==> src/rtl/megadrive_save_pkg.sv <==
// megadrive_save_pkg: shared dirty-FSM state encoding and read-tag types for the backup-RAM arbiter
package megadrive_save_pkg;
  typedef enum logic [3:0] {
    CLEAN    = 4'b0001,
    DIRTY    = 4'b0010,
    SAVE_REQ = 4'b0100,
    SAVING   = 4'b1000
  } dirty_state_e;
  localparam logic SRC_EE = 1'b0;
  localparam logic SRC_HS = 1'b1;
  typedef struct packed {
    logic v;
    logic src;
  } rd_tag_t;
endpackage

==> src/rtl/save_dirty_tracker.sv <==
// save_dirty_tracker: tracks unsaved EEPROM writes and raises save_req after a quiet period
module save_dirty_tracker
  import megadrive_save_pkg::*;
#(
  parameter int TMO_W = 24,
  parameter logic [TMO_W-1:0] TIMEOUT = 24'd4000000
) (
  input  logic clk,
  input  logic rst,
  input  logic ee_wr,
  input  logic rd_grant,
  input  logic save_ack,
  output logic save_req,
  output logic dirty
);
  dirty_state_e state_q, state_d;
  logic [TMO_W-1:0] timer_q, timer_d;
  logic redirty_q, redirty_d;
  always_comb begin
    state_d = state_q;
    timer_d = timer_q;
    redirty_d = redirty_q;
    case (state_q)
      CLEAN: begin
        state_d = ee_wr ? DIRTY : CLEAN;
        timer_d = ee_wr ? '0 : timer_q;
      end
      DIRTY: begin
        timer_d = ee_wr ? '0 : (&timer_q ? timer_q : timer_q + 1'b1);
        state_d = (!ee_wr && timer_q == TIMEOUT - 1'b1) ? SAVE_REQ : DIRTY;
      end
      SAVE_REQ: state_d = save_ack ? CLEAN : rd_grant ? SAVING : SAVE_REQ;
      SAVING: begin
        redirty_d = save_ack ? 1'b0 : redirty_q | ee_wr;
        state_d = !save_ack ? SAVING : (redirty_q || ee_wr) ? DIRTY : CLEAN;
        timer_d = save_ack ? '0 : timer_q;
      end
      default: state_d = CLEAN;
    endcase
  end
  always_ff @(posedge clk or posedge rst) begin
    if (rst) begin
      state_q <= CLEAN;
      timer_q <= '0;
      redirty_q <= 1'b0;
    end else begin
      state_q <= state_d;
      timer_q <= timer_d;
      redirty_q <= redirty_d;
    end
  end
  assign save_req = state_q == SAVE_REQ;
  assign dirty = state_q != CLEAN;
endmodule

==> src/rtl/eeprom_bram_arbiter.sv <==
// eeprom_bram_arbiter: shares one backup BRAM between the EEPROM core (priority) and the host port
module eeprom_bram_arbiter
  import megadrive_save_pkg::*;
#(
  parameter int AW = 13,
  parameter int DW = 8,
  parameter int RD_LAT = 2,
  parameter int TMO_W = 24,
  parameter logic [TMO_W-1:0] TIMEOUT = 24'd4000000
) (
  input  logic          clk,
  input  logic          rst,
  input  logic [AW-1:0] ee_addr,
  input  logic [DW-1:0] ee_d,
  input  logic          ee_wr,
  input  logic          ee_rd,
  output logic [DW-1:0] ee_q,
  input  logic          hs_req,
  input  logic          hs_we,
  input  logic [AW-1:0] hs_addr,
  input  logic [DW-1:0] hs_d,
  output logic          hs_ack,
  output logic [DW-1:0] hs_q,
  output logic          hs_rvalid,
  output logic [AW-1:0] bram_addr,
  output logic [DW-1:0] bram_d,
  output logic          bram_we,
  input  logic [DW-1:0] bram_q,
  output logic          save_req,
  input  logic          save_ack,
  output logic          dirty
);
  localparam int D = RD_LAT > 1 ? RD_LAT - 1 : 1;
  logic ee_acc, hs_gnt;
  rd_tag_t [D:0] chain;
  rd_tag_t [D-1:0] tag_q;
  rd_tag_t tag_out;
  logic [AW-1:0] addr_q;
  logic [DW-1:0] d_q, ee_q_q, ee_q_d, hs_q_q, hs_q_d;
  logic rv_q, rv_d;
  always_comb begin
    ee_acc = !rst && (ee_wr || ee_rd);
    hs_gnt = !rst && !ee_acc && hs_req;
    hs_ack = hs_gnt;
    bram_we = ee_acc ? ee_wr : hs_gnt && hs_we;
    bram_addr = ee_acc ? ee_addr : hs_gnt ? hs_addr : addr_q;
    bram_d = ee_acc ? ee_d : hs_gnt ? hs_d : d_q;
    chain[0] = '{v: (ee_acc && !ee_wr) || (hs_gnt && !hs_we), src: ee_acc ? SRC_EE : SRC_HS};
    chain[D:1] = tag_q;
    tag_out = chain[RD_LAT-1];
    ee_q_d = (tag_out.v && tag_out.src == SRC_EE) ? bram_q : ee_q_q;
    hs_q_d = (tag_out.v && tag_out.src == SRC_HS) ? bram_q : hs_q_q;
    rv_d = tag_out.v && tag_out.src == SRC_HS;
  end
  always_ff @(posedge clk or posedge rst) begin
    if (rst) begin
      addr_q <= '0;
      d_q <= '0;
      tag_q <= '0;
      ee_q_q <= '0;
      hs_q_q <= '0;
      rv_q <= 1'b0;
    end else begin
      addr_q <= bram_addr;
      d_q <= bram_d;
      tag_q <= chain[D-1:0];
      ee_q_q <= ee_q_d;
      hs_q_q <= hs_q_d;
      rv_q <= rv_d;
    end
  end
  assign ee_q = ee_q_q;
  assign hs_q = hs_q_q;
  assign hs_rvalid = rv_q;
  save_dirty_tracker #(.TMO_W(TMO_W), .TIMEOUT(TIMEOUT)) u_dirty (
    .clk(clk),
    .rst(rst),
    .ee_wr(ee_acc && ee_wr),
    .rd_grant(hs_gnt && !hs_we),
    .save_ack(save_ack),
    .save_req(save_req),
    .dirty(dirty)
  );
endmodule
==> config.mk <==
export PLATFORM = sky130hd
export DESIGN_NAME = eeprom_bram_arbiter
export DESIGN_NICKNAME = d
export VERILOG_FILES = /design/src/rtl/megadrive_save_pkg.sv /design/src/rtl/save_dirty_tracker.sv /design/src/rtl/eeprom_bram_arbiter.sv
export SDC_FILE = /design/constraint.sdc
export NUM_CORES = 1
export LEC_CHECK = 0
export ABC_AREA = 1
export BUFFER_PORTS_ARGS = -buffer_cell sky130_fd_sc_hd__buf_2
export CAP_MARGIN = 10
export CORE_ASPECT_RATIO = 0.9
export CORE_UTILIZATION = 58
export DETAILED_ROUTE_END_ITERATION = 8
export PLACE_DENSITY = 0.86
export SLEW_MARGIN = 15
export SYNTH_ARGS = -nofsm -noshare
export SYNTH_HDL_FRONTEND = slang
export SYNTH_HIERARCHICAL = 1
export SYNTH_SLANG_ARGS = --single-unit
==> constraint.sdc <==
create_clock -name clk -period 2.8 [get_ports clk]
set_input_delay 0.28 -clock clk [delete_from_list [all_inputs] [get_ports clk]]
set_output_delay 0.28 -clock clk [all_outputs]
set_load 0.01 [all_outputs]
==> out/qor.yml <==
run_status: "finished clean"
slowest_stage_delay_cp_ns: 0.47
synth-seq-area-share: 0.437
synthToLayoutAreaGrowth_pct: 19.2
grt_first_pass_wirelength_um: 15600
dr.first_iter.drc_count: 273
die_x_um: 89.1
ys.warnings.count: 6
drt-wirelength-per-cell_um: 12.6
post_route_cells_drive_above_1_share: 0.239
design.core.area_um2: 6590
dpl_worst_slack_ns: 0.442
initial_utilization: 0.601
hold_buffers: 0
clock_latency_at_the_later_pin_of_the_worst_skew_pair_ns: 0.35
slew_viol_final: 0
total_power_density_per_cell_area_nw_per_um2: 577
clock_root_buffer_master: "sky130_fd_sc_hd__clkbuf_8"
worst_slew_pin_tran_ns: 0.553
tritoncts: "built"
cts_resized: 0
via_per_inst: 5.19
finalWeightedCongestion: 0.950
tritoncts.num_buffers: 9
number_of_antenna_violations_at_the_first_check_in_global_routing: 0
finalHoldViolations: 0
final.min_clock_period_ns: 2.13
slowest_stage: "sky130_fd_sc_hd__buf_4"
drc: 0
diodes: 0
overflow: 0
max_freq_ghz: 0.469
wirelength_met1_um: 4120
critical_path_arrival_ns: 1.85
ioPinCount: 99
dp_hpwl_um: 6870
cts.repair_timing.setup_buffer_count: 0
syn_area_um2: 3960
synth_cell_type_count: 32
routed_wl_um: 9310
timing_worst_setup_path_type: "primary input to output port"
port_buffers: 98
worst_setup_start_kind: "primary input"
synth_fp_nets: 601
timing.clock.skew_ns: 0.0149
setup_repair_after_global_routing_missed_its_margin: "false"
drv_cap: 0
cts.reportedPaths.clkPinSlew_ns: 0.08
setup.worst_path.end_class: "output port"
ff2ff_setup_slack_ns: 0.88
route.top_layer_used: "met4"
synth.ff_latch_count: 69
crit_family: "buffers and inverters"
row_cnt: 28
crit_path_cells: "buf_2 -> inv_2 -> buf_4 -> nand2_2 -> nand2_1 -> nand3_1 -> nand2_1 -> buf_2"
placedCellCount: 722
largest_net_degree_at_the_start_of_global_routing: 45
cp.buffers_inverters: 4
largest_driver_fanout_on_the_critical_path: 44
grtUsageTotal: 0.285
worst_ir_drop_vdd_uv: 394
layout.nets: 701
setup_viol: 0
fp.dieH_um: 80.4
finalCritPeriodShare: 0.761
synth_area_per_cell_um2: 7.29
drt-pass1-iter-count: 5
timing.max_slew.rel_slack: 0.628
required_ns: 2.52
via_count_of_the_first_global_routing_pass: 3668
vias: 3831
clk_path_buf_depth: 2
dieArea_um2: 7160
postLayoutCoreUtil: 0.716
wl_met3_um: 415
cts_num_sinks: 69
htree_levels: 3
min-delay-path-class: "primary input to asynchronous set/reset pin"
cellLeakagePower_nw: 2.64
totalNegativeSetupSlack_ns: 0
drt.antenna.violating_nets: 0
cell_count_after_synthesis: 543
fin_ws_ns: 0.668
wl_met2_um: 4560
instances_no_fill: 738
## cells by family after synthesis
| group | Yosys count | synth area share |
|---|---|---|
| buffers and inverters | 100 | 0.110 |
| xor gates and xnor gates | 11 | 0.0244 |
| AOI/OAI and AO/OA | 39 | 0.0607 |
| and+or+nand+nor | 323 | 0.365 |
| DFF | 69 | 0.437 |
| adders and majority gates | 1 | 0.00316 |
## cell usage after synthesis
library cell,n,area [um^2]
sky130_fd_sc_hd__nand2_1,182,683
sky130_fd_sc_hd__inv_1,81,304
sky130_fd_sc_hd__nand3_1,70,350
sky130_fd_sc_hd__dfrtp_1,68,1700
sky130_fd_sc_hd__nor2_1,37,139
sky130_fd_sc_hd__o21ai_0,20,100
sky130_fd_sc_hd__o21ai_2,10,87.6
sky130_fd_sc_hd__xor2_1,7,61.3
sky130_fd_sc_hd__nand4_1,6,37.5
sky130_fd_sc_hd__nor2_2,6,37.5
sky130_fd_sc_hd__buf_6,5,56.3
sky130_fd_sc_hd__inv_2,5,18.8
sky130_fd_sc_hd__buf_2,4,20.0
sky130_fd_sc_hd__buf_4,4,30.0
sky130_fd_sc_hd__nand2_4,4,45.0
sky130_fd_sc_hd__nand3b_1,4,30.0
sky130_fd_sc_hd__nor2_4,4,45.0
sky130_fd_sc_hd__o21ai_1,4,20.0
sky130_fd_sc_hd__xnor2_1,4,35.0
sky130_fd_sc_hd__nand2_2,3,18.8
sky130_fd_sc_hd__nor3_1,3,15.0
sky130_fd_sc_hd__a21oi_1,2,10.0
sky130_fd_sc_hd__dfstp_2,1,26.3
sky130_fd_sc_hd__ha_1,1,12.5
sky130_fd_sc_hd__inv_4,1,6.26
sky130_fd_sc_hd__nand3_2,1,10.0
sky130_fd_sc_hd__nor2_8,1,20.0
sky130_fd_sc_hd__nor4_1,1,6.26
sky130_fd_sc_hd__o211ai_1,1,7.51
sky130_fd_sc_hd__o21bai_1,1,7.51
sky130_fd_sc_hd__o31ai_1,1,7.51
sky130_fd_sc_hd__or2_2,1,6.26
## metrics by stage
stage	cell area [um^2]	total power, mW	hold WS [ns]
after floorplan	3960	1.61	0.305
after global placement	4480	1.78	0.434
after detailed placement	4480	1.80	0.434
after CTS	4720	2.74	0.0576
after global routing	4720	2.86	0.0869
final	4720	2.72	0.0650
## registers in the layout (all words and copies together) (netlist names)
signal,count
u_dirty/state_q,4
addr_q,13
ee_q,8
u_dirty/timer_q,24
u_dirty/redirty_q,1
hs_q,8
d_q,8
hs_rvalid,1
chain,2
## final cells by class
cell class,instances,area (um^2)
Clock inverter,5,81.3
Sequential cell,69,1730
Clock buffer,11,151
Inverter,87,329
Tap cell,90,113
Timing Repair Buffer,102,520
Fill cell,538,1870
Multi-Input combinational cell,374,1790
## power by group
group	switching [mW]	internal, mW
combinational	0.409	0.217
sequential	0.0579	1.11
clock	0.379	0.552
total	0.845	1.88
## layer usage
layer	global-route usage	vias to the layer above
li1	-	1886
met1	0.353	1787
met2	0.477	129
met3	0.0689	29
met4	0.114	0
met5	0	-
## worst min-delay path, stage by stage
cell and delay [ns]:
sky130_fd_sc_hd__buf_2 0.12, sky130_fd_sc_hd__inv_1 0.07, sky130_fd_sc_hd__buf_4 0.35
## final timing paths
kind | end | depth (start not counted) | from
min in group clk | d_q[2] | 3 | ee_d[2]
max | bram_addr[8] | 8 | rst
max in group asynchronous | d_q[7] | 3 | rst
min | u_dirty/timer_q[0] | 3 | rst
min reg2reg | ee_q[3] | 2 | ee_q[3]
max reg2reg | u_dirty/timer_q[19] | 10 | u_dirty/timer_q[0]
## layout by cell type (no fill, tap or decap), types with 2 or more instances in the layout
cell type / netlist / layout
sky130_fd_sc_hd__a21oi_1: 2 / 2
sky130_fd_sc_hd__buf_2: 4 / 98
sky130_fd_sc_hd__buf_4: 4 / 4
sky130_fd_sc_hd__bufinv_16: 0 / 2
sky130_fd_sc_hd__clkbuf_8: 0 / 11
sky130_fd_sc_hd__dfrtp_1: 68 / 68
sky130_fd_sc_hd__inv_1: 81 / 81
sky130_fd_sc_hd__inv_2: 5 / 5
sky130_fd_sc_hd__nand2_1: 182 / 182
sky130_fd_sc_hd__nand2_2: 3 / 3
sky130_fd_sc_hd__nand2_4: 4 / 4
sky130_fd_sc_hd__nand3_1: 70 / 70
sky130_fd_sc_hd__nand3b_1: 4 / 4
sky130_fd_sc_hd__nand4_1: 6 / 6
sky130_fd_sc_hd__nor2_1: 37 / 37
sky130_fd_sc_hd__nor2_2: 6 / 6
sky130_fd_sc_hd__nor2_4: 4 / 4
sky130_fd_sc_hd__nor3_1: 3 / 3
sky130_fd_sc_hd__o21ai_0: 20 / 20
sky130_fd_sc_hd__o21ai_1: 4 / 4
sky130_fd_sc_hd__o21ai_2: 10 / 10
sky130_fd_sc_hd__xnor2_1: 4 / 4
sky130_fd_sc_hd__xor2_1: 7 / 7
(Power assumes the default switching activity.)
